[config.mk]
export PLATFORM = sky130hd
export DESIGN_NAME = req_arbiter
export DESIGN_NICKNAME = d
export VERILOG_FILES = /design/src/rtl/arb_pkg.sv /design/src/rtl/arb_pick.sv /design/src/rtl/req_arbiter.sv
export SDC_FILE = /design/constraint.sdc
export NUM_CORES = 1
export LEC_CHECK = 0
export CAP_MARGIN = 20
export CORE_MARGIN = 4
export CORE_UTILIZATION = 57
export CTS_BUF_LIST = sky130_fd_sc_hd__clkbuf_2
export DETAILED_ROUTE_END_ITERATION = 10
export PLACE_DENSITY = 0.85
export REMOVE_ABC_BUFFERS = 1
export SETUP_SLACK_MARGIN = 0.05
export SLEW_MARGIN = 15
export SYNTH_ARGS = -nofsm -noshare
export SYNTH_HDL_FRONTEND = slang
export SYNTH_HIERARCHICAL = 1
export SYNTH_SLANG_ARGS = --single-unit
export TNS_END_PERCENT = 10
[constraint.sdc]
create_clock -name clk -period 4.39 [get_ports clk]
set_input_delay 0.878 -clock clk [delete_from_list [all_inputs] [get_ports clk]]
set_output_delay 0.878 -clock clk [all_outputs]
set_load 0.005 [all_outputs]
[src/rtl/arb_pkg.sv]
// Shared types and helpers for the four-requester arbiter.
//   N_REQ       : number of request lines
//   IDX_W       : width of a requester index
//   arb_state_t : arbiter FSM states
//   enc_id      : index -> downstream grant ID (line 0 encodes to 3)
//   onehot      : index -> one-hot grant vector
package arb_pkg;

    localparam int unsigned N_REQ = 4;
    localparam int unsigned IDX_W = 2;

    typedef enum logic {
        ARB_IDLE  = 1'b0,
        ARB_GRANT = 1'b1
    } arb_state_t;

    // Downstream muxes expect line 0 (highest priority) to encode to 3.
    function automatic logic [IDX_W-1:0] enc_id(input logic [IDX_W-1:0] idx);
        return IDX_W'(N_REQ - 1) - idx;
    endfunction

    function automatic logic [N_REQ-1:0] onehot(input logic [IDX_W-1:0] idx);
        logic [N_REQ-1:0] v;
        v      = '0;
        v[idx] = 1'b1;
        return v;
    endfunction

endpackage

[src/rtl/arb_pick.sv]
// Combinational winner selection.
//   req     in  : request lines
//   rr_mode in  : 0 = fixed priority (lowest index wins), 1 = round-robin
//   ptr     in  : last granted index; round-robin searches ptr+1 .. ptr
//   winner  out : selected index (don't-care when any_req is 0)
//   any_req out : at least one request present
module arb_pick
    import arb_pkg::*;
(
    input  logic [N_REQ-1:0] req,
    input  logic             rr_mode,
    input  logic [IDX_W-1:0] ptr,
    output logic [IDX_W-1:0] winner,
    output logic             any_req
);

    logic [IDX_W-1:0] idx;

    // Scan from lowest to highest priority so the last hit is the winner.
    always_comb begin
        winner  = '0;
        idx     = '0;
        any_req = |req;
        if (rr_mode) begin
            for (int k = int'(N_REQ); k >= 1; k--) begin
                idx = ptr + IDX_W'(k);
                if (req[idx]) winner = idx;
            end
        end else begin
            for (int i = int'(N_REQ) - 1; i >= 0; i--) begin
                if (req[i]) winner = IDX_W'(i);
            end
        end
    end

endmodule

[src/rtl/req_arbiter.sv]
// Four-requester arbiter with hold-time limit in front of the shared datapath port.
//   clk       in  : rising-edge clock
//   rst       in  : asynchronous active-low reset
//   rr_mode   in  : 0 = fixed priority, 1 = round-robin (sampled when idle)
//   req       in  : level-sensitive request lines
//   done      in  : owner finished, releases the grant
//   gnt       out : one-hot grant, zero when idle
//   gnt_id    out : encoded owner (req[0]->3 ... req[3]->0), zero when idle
//   gnt_valid out : grant active
//   expire    out : one-cycle pulse with the grant drop when release is by timeout only
module req_arbiter
    import arb_pkg::*;
#(
    parameter int unsigned MAX_HOLD = 8
) (
    input  logic             clk,
    input  logic             rst,
    input  logic             rr_mode,
    input  logic [N_REQ-1:0] req,
    input  logic             done,
    output logic [N_REQ-1:0] gnt,
    output logic [IDX_W-1:0] gnt_id,
    output logic             gnt_valid,
    output logic             expire
);

    localparam int unsigned HOLD_W = $clog2(MAX_HOLD + 1);

    arb_state_t       state;
    logic [IDX_W-1:0] ptr;
    logic [HOLD_W-1:0] hold_cnt;
    logic [IDX_W-1:0] winner;
    logic             any_req;
    logic             hold_at_max;
    logic             owner_req;

    arb_pick u_pick (
        .req     (req),
        .rr_mode (rr_mode),
        .ptr     (ptr),
        .winner  (winner),
        .any_req (any_req)
    );

    // ptr doubles as the owner index while in ARB_GRANT.
    assign owner_req   = req[ptr];
    assign hold_at_max = (hold_cnt == HOLD_W'(MAX_HOLD));

    // Arbitration FSM with registered outputs.
    always_ff @(posedge clk or negedge rst) begin
        if (!rst) begin
            state     <= ARB_IDLE;
            ptr       <= IDX_W'(N_REQ - 1);
            hold_cnt  <= '0;
            gnt       <= '0;
            gnt_id    <= '0;
            gnt_valid <= 1'b0;
            expire    <= 1'b0;
        end else begin
            expire <= 1'b0;
            case (state)
                ARB_IDLE: begin
                    if (any_req) begin
                        state     <= ARB_GRANT;
                        ptr       <= winner;
                        hold_cnt  <= HOLD_W'(1);
                        gnt       <= onehot(winner);
                        gnt_id    <= enc_id(winner);
                        gnt_valid <= 1'b1;
                    end
                end
                ARB_GRANT: begin
                    if (!owner_req || done || hold_at_max) begin
                        state     <= ARB_IDLE;
                        hold_cnt  <= '0;
                        gnt       <= '0;
                        gnt_id    <= '0;
                        gnt_valid <= 1'b0;
                        expire    <= hold_at_max && !done && owner_req;
                    end else begin
                        hold_cnt <= hold_cnt + HOLD_W'(1);
                    end
                end
                default: state <= ARB_IDLE;
            endcase
        end
    end

endmodule

==> impl_metrics.env, run 1 <==
export IMPL_status="completed"
export IMPL_clock_path_buffers=2
export IMPL_synthArstFlopShare_pct=100
export IMPL_clkTransAtPathRegs_ps=150
export IMPL_fillers=125
export IMPL_power_density_nw_per_um2=569
export IMPL_rsz0062_at_grt="no"
export IMPL_clock_skew_ps=5.23
export IMPL_synthSimpleGateAreaFrac_pct=19.8
export IMPL_synth_area_um2=915
export IMPL_die_area_um2=2310
export IMPL_cp_max_fo=10
export IMPL_drtAntennaViolNets=0
export IMPL_path_cells="clkdlybuf4s50_1 -> or4_1 -> clkinv_1 -> nor2_1 -> mux2_2"
export IMPL_final_area_um2=1080
export IMPL_gp_congestion=0.766
export IMPL_period_share_pct=56.7
export IMPL_rows=14
export IMPL_topRoutingLayerUsed="met4"
export IMPL_synthMuxAreaShare_pct=7.52
export IMPL_grt_pass1_wl_um=3260
export IMPL_fp_coreArea_um2=1510
export IMPL_synth_xor_area_share_pct=0
export IMPL_hold_viol_final=0
export IMPL_io_buffers=15
export IMPL_cp_data_arrival_time_ps=2730
export IMPL_post_cts_buffers=0
export IMPL_yosysMostFrequentCell="dfrtp_1"
export IMPL_synth_top_family_by_area="compound AO/OA/AOI/OAI gates"
export IMPL_drt_initial_drc_count=29
export IMPL_grt_pass1_vias=788
export IMPL_met1_length_um=905
export IMPL_cts_made_buffers=3
export IMPL_io_pins=16
export IMPL_cp_top_family="simple AND/OR/NAND/NOR gates"
export IMPL_setup_violations_final=0
export IMPL_grt_overflow_total=0
export IMPL_syn_to_final_growth_pct=17.6
export IMPL_drive_above_1_share_pct=10.9
export IMPL_diodes=0
export IMPL_cts_resized=0
export IMPL_cts_sinks=15
export IMPL_slew_headroom_pct=55.3
export IMPL_initial_core_util_pct=60.7
export IMPL_grt_max_degree=21
export IMPL_synth_top_area_share_pct=35.6
export IMPL_syn_area_per_cell_um2=9.63
export IMPL_worst_pin_slew_ps=668
export IMPL_synth_edf_count=0
export IMPL_die_h_um=48.1
export IMPL_cts_hold_fix_buffers=0
export IMPL_ys_ff_latch=15
export IMPL_dieWidth_um=48.1
export IMPL_cts_tree="done"
export IMPL_cts_root_buf="clkbuf_2"
export IMPL_drtPass1Iterations=4
export IMPL_worstHoldPathType="register to register"
export IMPL_drt_total_wl_um=2010
export IMPL_design_final_nets=121
export IMPL_synth_compound_area_share_pct=22.6
export IMPL_crit_path_top_delay_cell="or4_1"
export IMPL_yosys_top_cells_count="13 x dfrtp_1, 9 x o22ai_1, 8 x nand3_1"
export IMPL_place_area_um2=1060
export IMPL_drv_cap=0
export IMPL_routed_via_density=6.34
export IMPL_critPathCaptureType="register"
export IMPL_wl_per_cell_um=16.0
export IMPL_start_kind="primary input"
export IMPL_grtUsageTotal_pct=19.8
export IMPL_peakVddDrop_mv=0.327
export IMPL_max_freq_ghz=0.402
export IMPL_synthTopCellsByArea="dfrtp_1 36%, o22ai_1 6.2%, dfstp_2 5.7%"
export IMPL_path_buf_inv=2
export IMPL_ys_seq_area_share_pct=41.3
export IMPL_yosys_area_share_adder_pct=2.74
export IMPL_grt_antenna_before_repair=0
export IMPL_yosysUniqueCellTypes=38
export IMPL_crit_path_max_incr_delay_ps=710
export IMPL_clk_latency_ps=300
export IMPL_finalCriticalPeriod_ps=2490
export IMPL_power_mw=0.612
export IMPL_htreeDepth=1
export IMPL_synthCells=95
export IMPL_hpwlAfterDp_um=1480
export IMPL_crit_type="primary input to register"
export IMPL_p_leak_nw=0.458
export IMPL_vias=799
export IMPL_synthFlopType="dfrtp_1"
export IMPL_drc=0
export IMPL_worstPathRequired_ps=4630
export IMPL_post_synth_top_area_cell="dfrtp_1"
export IMPL_fin_setup_tns_ps=0
export IMPL_slew_violations=0
export IMPL_yosysWarnings=6
export IMPL_setup_slack_ps=1900
export IMPL_place_ws_ps=1590
export IMPL_post_route_util_pct=71.4
export IMPL_wl_met2_um=1000
export IMPL_wl_met3_um=87
## sequential cells by signal, summed over array words and instances, names as in the netlist
register / cells
expire: 1
gnt_id: 2
ptr: 2
gnt_valid: 1
gnt: 4
hold_cnt: 4
state: 1
## metal layers
layer | vias up | GRT usage, %
met2 | 23 | 31.4
met3 | 2 | 3.76
met4 | 0 | 5.91
met1 | 391 | 27.4
met5 | - | 0
li1 | 383 | -
## layout make-up
| cell class | count | area (µm²) | area share (%) |
|---|---|---|---|
| Timing Repair Buffer | 15 | 150 | 14.0 |
| Sequential cell | 15 | 378 | 35.1 |
| Inverter | 7 | 26.3 | 2.44 |
| Tap cell | 16 | 20.0 | 1.86 |
| Multi-Input combinational cell | 69 | 482 | 44.8 |
| Clock buffer | 4 | 20.0 | 1.86 |
## stage by stage
step | cells | hold WS [ps]
after floorplan | 91 | 509
after global placement | 122 | 552
after detailed placement | 122 | 563
after CTS | 126 | 580
after global routing | 126 | 626
final | 126 | 576
## report_power, final
part	leakage [nW]	internal, mW	total [mW]	switching, mW
Clock	0.0166	0.0241	0.0711	0.0470
Combinational	0.252	0.145	0.271	0.125
Sequential	0.190	0.195	0.270	0.0753
## worst paths after layout
kind                                  start  slack (ps)           to  cells after the start
min in group asynchronous               rst         970    gnt_id[0]                      1
worst max-delay path                 req[1]        1900       ptr[1]                      5
worst max register to register       ptr[1]        2570       gnt[2]                      6
max in group asynchronous               rst        3000       expire                      1
worst min register to register  hold_cnt[0]         580  hold_cnt[0]                      1
worst min-delay path            hold_cnt[0]         580  hold_cnt[0]                      1
## cells by family (layout without fill, tap and decap cells)
kind of cell,Yosys count,after routing
buf+inv,11,26
mux,6,6
flops,15,15
fa+ha+maj,2,2
compound gates,29,29
simple gates,32,32
## placed cells by master, fill, tap and decap left out, types with 2 or more instances in the layout
cell type	count
clkdlybuf4s50_1	15
dfrtp_1	13
o22ai_1	9
nand3_1	8
a21oi_1	7
inv_1	6
nand2_1	5
nor2b_1	4
clkbuf_2	4
nor2_1	3
mux2_2	3
nor3b_1	3
mux2i_1	2
a31oi_1	2
ha_1	2
dfstp_2	2
nand2b_1	2
No activity file was read; power rests on OpenSTA's default activity.
==> run 2: changes to the inputs <==
Settings changed: CORE_UTILIZATION 57 to 53, PLACE_DENSITY 0.85 to 0.8.
Clock period 4.39 ns to 2.4 ns, I/O delays scaled along.
==> impl_metrics.env, run 2 (synthesized netlist as in run 1, its figures left out) <==
export IMPL_crit_start="req[1]"
export IMPL_post_layout_nonfiller_instances=127
export IMPL_grtUsageTotal_pct=17.9
export IMPL_drive_above_1_share_pct=11.7
export IMPL_gp_congestion=0.788
export IMPL_wl_per_cell_um=14.9
export IMPL_final_common_cell="clkdlybuf4s50_1"
export IMPL_drt_total_wl_um=1900
export IMPL_fp_coreArea_um2=1580
export IMPL_rows=14
export IMPL_cp_data_arrival_time_ps=2340
export IMPL_cts_resized=0
export IMPL_diodes=0
export IMPL_reg2reg_from="ptr[1]"
export IMPL_period_share_pct=88.0
export IMPL_switchingPower_mw=0.435
export IMPL_setup_slack_ps=289
export IMPL_power_frac_clock_pct=11.0
export IMPL_slew_headroom_pct=56.2
export IMPL_clock_skew_ps=4.11
export IMPL_hold_viol_final=0
export IMPL_clock_path_buffers=2
export IMPL_rsz0062_at_grt="no"
export IMPL_die_area_um2=2450
export IMPL_hold_worst_slack_ps=573
export IMPL_worstPathRequired_ps=2630
export IMPL_gr_max_usage_layer="met2"
export IMPL_drc=0
export IMPL_finalCriticalPeriod_ps=2110
export IMPL_cts_root_buf="clkbuf_2"
export IMPL_power_mw=1.09
export IMPL_multi_input_area_um2=482
export IMPL_grt_pass1_wl_um=3490
export IMPL_design_final_nets=122
export IMPL_slew_violations=0
export IMPL_worst_pin_slew_ps=654
export IMPL_place_ws_ps=9.64
export IMPL_drtPass1Iterations=4
export IMPL_start_kind="primary input"
export IMPL_met2_usage_pct=26.7
export IMPL_post_cts_buffers=0
export IMPL_initial_core_util_pct=58.0
export IMPL_routed_via_density=6.02
export IMPL_cts_sinks=15
export IMPL_cts_tree="done"
export IMPL_setup_violations_final=0
export IMPL_comb_power_share_pct=44.5
export IMPL_crit_path_max_incr_delay_ps=720
export IMPL_peakVddDrop_mv=0.593
export IMPL_vias=765
export IMPL_syn_to_final_growth_pct=18.5
export IMPL_p_leak_nw=0.463
export IMPL_grt_antenna_before_repair=0
export IMPL_grt_max_degree=21
export IMPL_p_int_mw=0.660
export IMPL_htreeDepth=1
export IMPL_drt_initial_drc_count=24
export IMPL_dp_cells=123
export IMPL_crit_type="primary input to register"
export IMPL_p_sw_share_pct=39.7
export IMPL_critPathCaptureType="register"
export IMPL_grt_overflow_total=0
export IMPL_regArea_um2=378
export IMPL_max_freq_ghz=0.474
export IMPL_clkTransAtPathRegs_ps=150
export IMPL_cp_max_fo=10
export IMPL_fin_setup_tns_ps=0
export IMPL_dieWidth_um=49.5
export IMPL_use_met1_pct=25.7
export IMPL_power_density_nw_per_um2=1010
export IMPL_crit_path_top_delay_cell="or4_1"
export IMPL_final_cell_mix="15 x clkdlybuf4s50_1, 13 x dfrtp_1, 9 x o22ai_1"
export IMPL_io_pins=16
export IMPL_cts_made_buffers=3
export IMPL_worstHoldPathType="register to register"
export IMPL_path_cells="clkdlybuf4s50_1 -> or4_1 -> clkinv_1 -> nor2_1 -> mux2_2"
export IMPL_hpwlAfterDp_um=1320
export IMPL_cts_hold_fix_buffers=0
export IMPL_io_buffers=15
export IMPL_largestRegisters="gnt (4), hold_cnt (4)"
export IMPL_fillers=131
export IMPL_clk_latency_ps=280
export IMPL_min_delay_start="gnt_valid"
export IMPL_die_h_um=49.5
export IMPL_status="completed"
export IMPL_pwr_share_seq_pct=44.5
export IMPL_gr_usage_met3_pct=3.61
export IMPL_grt_pass1_vias=765
export IMPL_drv_cap=0
export IMPL_drtAntennaViolNets=0
run 2: cell types whose count changed in the layout (fill, tap and decap cells not counted):
cell,before,now
buf_4,0,1
clkbuf_2,4,3
clkinv_2,0,1
run 2: power by group through the flow:
| stage | sequential, mW | clock [mW] | combinational (mW) |
|---|---|---|---|
| floorplan | 0.465 | 0 | 0.314 |
| global placement | 0.489 | 0 | 0.479 |
| detailed placement | 0.492 | 0 | 0.488 |
| CTS | 0.486 | 0.123 | 0.491 |
| global route | 0.512 | 0.137 | 0.549 |
| finish | 0.487 | 0.121 | 0.487 |
run 2: area by class of cell:
class,count,area share [%]
Clock inverter,1,0.462
Inverter,7,2.42
Timing Repair Buffer,16,14.5
Tap cell,16,1.85
Sequential cell,15,34.9
Clock buffer,3,1.39
Multi-Input combinational cell,69,44.5
run 2: worst paths after layout:
check / endpoint / slack [ps] / cells past startpoint
min: gnt_valid / 570 / 2
min in group asynchronous: hold_cnt[0] / 580 / 1
min reg2reg: gnt_valid / 570 / 2
max reg2reg: gnt[2] / 610 / 6
max: ptr[0] / 290 / 5
max in group asynchronous: state / 1410 / 1
run 2: routing by layer:
metal	part of all wire (%)	vias to the layer above
met5	0	-
met4	0	0
met3	3.0	0
met2	48	10
met1	49	369
li1	-	386
run 2: critical path, delay by kind of cell:
family        cells  cell delay, ps
buf+inv           2             760
simple gates      2             810
mux               1             290
run 2: per-stage QoR:
stage          util (%)  cell area, µm²
4_1_cts            68.7            1080
3_3_place_gp       67.5            1060
3_5_place_dp       67.5            1060
6_report           68.7            1080
5_1_grt            68.7            1080
2_1_floorplan         -             886
